File: config.mk
export PLATFORM = sky130hd
export DESIGN_NAME = ej32_rstack
export DESIGN_NICKNAME = d
export VERILOG_FILES = /design/src/rtl/ej32_rstack.sv
export SDC_FILE = /design/constraint.sdc
export NUM_CORES = 2
export LEC_CHECK = 0
export CAP_MARGIN = 40
export CORE_MARGIN = 2
export CORE_UTILIZATION = 58
export CTS_CLUSTER_DIAMETER = 80
export DETAILED_ROUTE_END_ITERATION = 8
export DONT_BUFFER_PORTS = 1
export PLACE_DENSITY = 0.85
export REMOVE_ABC_BUFFERS = 1
export SYNTH_ARGS = -nofsm -noshare
export SYNTH_HDL_FRONTEND = slang
export SYNTH_SLANG_ARGS = --single-unit
File: constraint.sdc
create_clock -name clk -period 5.9 [get_ports clk]
set_input_delay 1.77 -clock clk [delete_from_list [all_inputs] [get_ports clk]]
set_output_delay 1.77 -clock clk [all_outputs]
set_load 0.005 [all_outputs]
File: src/rtl/ej32_rstack.sv
// eJ32 return stack: register-file stack with cached top, overflow/underflow flags,
// single-cycle DNEXT and a two-cycle busy-handshaked indexed PICK read.
module ej32_rstack #(
  parameter  int DSZ   = 32,
  parameter  int DEPTH = 64,
  localparam int SSZ   = $clog2(DEPTH)
) (
  input  logic           clk,
  input  logic           rst,
  input  logic           en,
  input  logic [2:0]     op,
  input  logic [DSZ-1:0] din,
  input  logic [SSZ-1:0] idx,
  output logic [DSZ-1:0] r_o,
  output logic           rz_o,
  output logic [SSZ:0]   rp_o,
  output logic           full,
  output logic           empty,
  output logic           busy,
  output logic [DSZ-1:0] pick_o,
  output logic           pick_v,
  output logic           taken,
  output logic           ovf,
  output logic           udf
);

  localparam logic [2:0] OP_PUSH   = 3'd1;
  localparam logic [2:0] OP_POP    = 3'd2;
  localparam logic [2:0] OP_MOVE   = 3'd3;
  localparam logic [2:0] OP_PICK   = 3'd4;
  localparam logic [2:0] OP_DNEXT  = 3'd5;
  localparam logic [2:0] OP_CLRERR = 3'd6;
  localparam logic [SSZ:0] LP_DEPTH = (SSZ+1)'(DEPTH);

  typedef enum logic {S_IDLE, S_PICK1} state_t;

  logic [DSZ-1:0] r_mem [DEPTH];
  logic [DSZ-1:0] r_top, r_pick_o;
  logic [SSZ:0]   r_rp;
  logic [SSZ-1:0] r_addr;
  logic           r_rz, r_busy, r_pick_v, r_taken, r_ovf, r_udf, r_bad;
  state_t         r_state;

  logic           w_acc, w_empty, w_full, w_we, w_do_pop;
  logic           w_ovf_set, w_udf_set, w_taken, w_clr;
  logic [SSZ-1:0] w_rpm1, w_rpm2, w_waddr;
  logic [DSZ-1:0] w_wdat, w_top_nxt, w_dec;
  logic [SSZ:0]   w_rp_nxt;

  assign w_acc   = en && (r_state == S_IDLE);
  assign w_clr   = en && (op == OP_CLRERR);
  assign w_empty = (r_rp == '0);
  assign w_full  = (r_rp == LP_DEPTH);
  // Low-bit arithmetic wraps correctly when rp == DEPTH (low bits are zero).
  assign w_rpm1  = r_rp[SSZ-1:0] - SSZ'(1);
  assign w_rpm2  = r_rp[SSZ-1:0] - SSZ'(2);
  assign w_dec   = r_top - DSZ'(1);

  always_comb begin
    w_top_nxt = r_top;
    w_rp_nxt  = r_rp;
    w_we      = 1'b0;
    w_waddr   = w_rpm1;
    w_wdat    = din;
    w_ovf_set = 1'b0;
    w_udf_set = 1'b0;
    w_taken   = 1'b0;
    w_do_pop  = 1'b0;
    if (w_acc) begin
      case (op)
        OP_PUSH: begin
          if (w_full) begin
            w_ovf_set = 1'b1;
          end else begin
            w_we      = 1'b1;
            w_waddr   = r_rp[SSZ-1:0];
            w_top_nxt = din;
            w_rp_nxt  = r_rp + (SSZ+1)'(1);
          end
        end
        OP_POP: begin
          if (w_empty) w_udf_set = 1'b1;
          else         w_do_pop  = 1'b1;
        end
        OP_MOVE: begin
          if (w_empty) begin
            w_udf_set = 1'b1;
          end else begin
            w_we      = 1'b1;
            w_top_nxt = din;
          end
        end
        OP_DNEXT: begin
          if (w_empty) begin
            w_udf_set = 1'b1;
          end else if (r_rz) begin
            w_do_pop = 1'b1;
          end else begin
            w_we      = 1'b1;
            w_wdat    = w_dec;
            w_top_nxt = w_dec;
            w_taken   = 1'b1;
          end
        end
        OP_PICK: begin
          if ({1'b0, idx} >= r_rp) w_udf_set = 1'b1;
        end
        default: ;
      endcase
    end
    if (w_do_pop) begin
      w_rp_nxt  = r_rp - (SSZ+1)'(1);
      w_top_nxt = (r_rp == (SSZ+1)'(1)) ? '0 : r_mem[w_rpm2];
    end
  end

  always_ff @(posedge clk) begin
    if (w_we) r_mem[w_waddr] <= w_wdat;
  end

  always_ff @(posedge clk or posedge rst) begin
    if (rst) begin
      r_state  <= S_IDLE;
      r_rp     <= '0;
      r_top    <= '0;
      r_rz     <= 1'b1;
      r_busy   <= 1'b0;
      r_pick_o <= '0;
      r_pick_v <= 1'b0;
      r_taken  <= 1'b0;
      r_ovf    <= 1'b0;
      r_udf    <= 1'b0;
      r_addr   <= '0;
      r_bad    <= 1'b0;
    end else begin
      r_rp     <= w_rp_nxt;
      r_top    <= w_top_nxt;
      r_rz     <= (w_top_nxt == '0);
      r_taken  <= w_taken;
      r_pick_v <= 1'b0;
      // Set after clear so a simultaneous error is not lost.
      if (w_clr) begin
        r_ovf <= 1'b0;
        r_udf <= 1'b0;
      end
      if (w_ovf_set) r_ovf <= 1'b1;
      if (w_udf_set) r_udf <= 1'b1;
      case (r_state)
        S_IDLE: begin
          if (w_acc && op == OP_PICK) begin
            r_state <= S_PICK1;
            r_busy  <= 1'b1;
            r_addr  <= w_rpm1 - idx;
            r_bad   <= ({1'b0, idx} >= r_rp);
          end
        end
        S_PICK1: begin
          r_pick_o <= r_bad ? '0 : r_mem[r_addr];
          r_pick_v <= 1'b1;
          r_busy   <= 1'b0;
          r_state  <= S_IDLE;
        end
        default: r_state <= S_IDLE;
      endcase
    end
  end

  assign r_o    = r_top;
  assign rz_o   = r_rz;
  assign rp_o   = r_rp;
  assign full   = w_full;
  assign empty  = w_empty;
  assign busy   = r_busy;
  assign pick_o = r_pick_o;
  assign pick_v = r_pick_v;
  assign taken  = r_taken;
  assign ovf    = r_ovf;
  assign udf    = r_udf;

endmodule

==> metrics.txt <==
status finished, violations left; violated checks design-rule violations; post-route minimum period 5.02 ns; total count of max-transition violations in the final report 0; fraction of the yosys area taken by sequential cells between 60% and 70%; Clock Latency Late Sink around 0.92 ns; standard-cell row count about 150; Total Die Area ~0.18 sq mm; post-synthesis sequential element count around 2,100; Post-CTS Setup Bufs 0; ranking of synthesized cells by instance count 2,048 x sky130_fd_sc_hd__edfxtp_1, 1,098 x sky130_fd_sc_hd__mux4_2, 289 x sky130_fd_sc_hd__nand2_1; Post-Synthesis Cell Area between 0.1 and 0.15 sq mm; initial antenna violation count between 70 and 80; number of cells on the worst hold path 2; maxcap violations 0; startpoint kind of the worst setup timing path flop; die outline height between 400 and 500 um; synth top area cells sky130_fd_sc_hd__edfxtp_1 61%, sky130_fd_sc_hd__mux4_2 25%, sky130_fd_sc_hd__dfrtp_1 2.1%, sky130_fd_sc_hd__mux2i_1 1.3%, sky130_fd_sc_hd__nand2_1 1.1%; required time worst endpoint roughly 6.8 ns; largest area contributor in the netlist sky130_fd_sc_hd__edfxtp_1; total wirelength of the detailed-routed design between 300,000 and 400,000 um; largest net degree at the start of global routing 119; IO Count ~120; H-Tree Level Count 4; Synth warnings 0; gp weighted congestion around 1.1; global-route wire length before repair 535,000 um; ys async rst share 3.98%; mean area per synthesized cell 19.6 sq um; clk sink count about 2,100; initial core utilization 58.5%; depth of the most critical reg-to-reg path 14; minimum hold slack 0.538 ns; Post-DP HPWL 249,000 um; root buffer selected by CTS sky130_fd_sc_hd__clkbuf_16; Reg clk slew, reported paths around 0.06 ns; Inst Count DP 7,436; Static Leak between 30 and 40 nW; Final setup viols 0; largest fanout on the critical path 30; number of global-route vias before repair 63,100; count of buffers inserted at the top-level ports 0; Largest stage delay, worst path about 0.82 ns; antenna-violating nets left 0; CTS buffer count between 200 and 250; CTS hold repair buffers 0; initial drt markers around 14,000; overall power around 0.064 W; total count of hold-check failures in the final report 0; worst supply voltage drop on vdd around 0.65 mV; most common cell in the synthesized netlist sky130_fd_sc_hd__edfxtp_1; vias per inst ~8.4; vias post-DR 66,700; setup_tns 0 ns; list of cells traversed by the critical path buf_4 -> inv_1 -> ha_4 -> buf_4 -> buf_4 -> mux4_2 -> a22o_1 -> o21ai_0 -> a21oi_1 -> a211o_1 -> nor4_2 -> buf_4 -> nand4_1 -> and4b_1; slew at the pin closest to its max-slew limit about 1.3 ns; TritonCTS clock tree done; first-pass iteration count of the detailed router 9; Post-Route Skew ~0.054 ns; share of final-layout standard cells stronger than drive strength 1 35.7%; Routed wire per std cell 49.7 um; max_slew headroom roughly a tenth; cell with the largest stage delay on the worst path sky130_fd_sc_hd__o21ai_0; Critical Path Sink Type flop; remaining routing DRC violations 3; DIE WIDTH roughly 420 um; setup repair after global routing missed its margin false; largest buffer count on any clock path 3; number of synthesized flops with an enable pin roughly 2,000; Resized Gates After CTS 0; cell mode on critical path sky130_fd_sc_hd__buf_4; pwr dens approximately 560 mW/mm^2; arrival time of the worst setup path about 5.9 ns; core outline area 0.172 sq mm; fin cells 7,913; Hold Path Class reg2reg; grt total ovfl 0; gr usage total 45.1%; type of the worst setup path reg2reg; highest clock frequency the design can meet 0.199 GHz; unique cell type count in the Yosys netlist 95; most used flip-flop cell after synthesis sky130_fd_sc_hd__edfxtp_1; # nets final ~5,400; cell count after synthesis slightly above 5,000; area growth from synthesis to layout 12.7%; Tcrit/Tclk final between 80 and 90%; Yosys top cell area share approximately 61%
[registers in the layout (all words and copies together) (netlist names)]
register	flops
r_o	32
pick_v	1
busy	1
pick_o	32
rp_o	7
udf	1
r_bad	1
r_mem	2048
taken	1
r_state	1
ovf	1
r_addr	6
rz_o	1
[critical path, delay by kind of cell, from the launching register on]
kind | cells | cell delay (ns)
AND/OR/NAND/NOR | 3 | 0.63
AO/OA/AOI/OAI | 4 | 1.64
buffers and inverters | 5 | 1.20
adder cells (fa/ha/maj) | 1 | 0.71
multiplexers | 1 | 0.33
flip-flops | 1 | 0.35
[report_power, final]
| group | internal (W) | switching [W] | total, W | leakage (nW) |
|---|---|---|---|---|
| Combinational | 0.0114 | 0.0202 | 0.0316 | 12.9 |
| Sequential | 0.0173 | 0.000984 | 0.0183 | 19.5 |
| Clock | 0.00753 | 0.00618 | 0.0137 | 3.36 |
[placed cells by master (no fill, tap or decap), types with 19 or more instances in the layout]
cell,instances
sky130_fd_sc_hd__a21oi_1,74
sky130_fd_sc_hd__a22oi_1,67
sky130_fd_sc_hd__a32oi_1,23
sky130_fd_sc_hd__buf_12,73
sky130_fd_sc_hd__buf_4,295
sky130_fd_sc_hd__clkbuf_1,42
sky130_fd_sc_hd__clkbuf_16,214
sky130_fd_sc_hd__clkinv_1,47
sky130_fd_sc_hd__clkinv_2,44
sky130_fd_sc_hd__dfrtp_1,76
sky130_fd_sc_hd__diode_2,70
sky130_fd_sc_hd__edfxtp_1,2048
sky130_fd_sc_hd__inv_1,44
sky130_fd_sc_hd__mux2_2,22
sky130_fd_sc_hd__mux2i_1,133
sky130_fd_sc_hd__mux4_1,32
sky130_fd_sc_hd__mux4_2,1098
sky130_fd_sc_hd__nand2_1,288
sky130_fd_sc_hd__nand2b_1,29
sky130_fd_sc_hd__nand3_1,60
sky130_fd_sc_hd__nand4_1,20
sky130_fd_sc_hd__nor2_1,74
sky130_fd_sc_hd__nor2_4,68
sky130_fd_sc_hd__nor3_1,40
sky130_fd_sc_hd__nor4_1,19
sky130_fd_sc_hd__o21ai_0,90
sky130_fd_sc_hd__o21ai_4,26
sky130_fd_sc_hd__o22ai_1,45
sky130_fd_sc_hd__xnor2_1,30
[cell type report]
class / instances / area [sq um]
fillers: 10600 / 58600
inverters: 53 / 211
clock inverters: 138 / 1380
well taps: 2310 / 2890
diodes: 70 / 175
clock buffers: 258 / 5540
multi-input cells: 2563 / 35600
repair buffers: 388 / 4010
flip-flops and latches: 2133 / 63700
[layer usage]
| layer | vias to the layer above | routed length, um | global-route usage (%) |
|---|---|---|---|
| li1 | 22700 | - | - |
| met1 | 33500 | 113000 | 53.2 |
| met2 | 8393 | 173000 | 66.0 |
| met3 | 2067 | 66100 | 18.8 |
| met4 | 40 | 41300 | 34.7 |
| met5 | - | 306 | 0 |
[stage by stage]
step	cell area [sq um]	setup slack, ns	utilization [%]
floorplan	98500	-22.75	-
global placement	106000	0.278	61.5
detailed placement	106000	0.730	61.7
CTS	113000	1.17	65.8
global route	113000	1.00	65.9
finish	114000	0.878	65.9
[kinds of logic (layout without fill, tap and decap cells)]
group,Yosys count,count (layout),share of synthesized area (%)
flip-flops,2133,2133,63.2
AO/OA/AOI/OAI,521,521,3.52
buffers and inverters,439,837,2.37
XOR/XNOR,51,51,0.470
AND/OR/NAND/NOR,683,683,3.16
multiplexers,1288,1288,27.0
adder cells (fa/ha/maj),20,20,0.256
other,0,70,0
[worst paths after layout]
kind	start	endpoint	slack, ns
min reg2reg	ovf	ovf	0.54
min	ovf	ovf	0.54
max reg2reg	rp_o[2]	rz_o	0.88
min in group asynchronous	rst	pick_o[9]	0.60
max	rp_o[2]	rz_o	0.88
max in group asynchronous	rst	pick_v	4.10
Power figures use the tool's default switching activity.
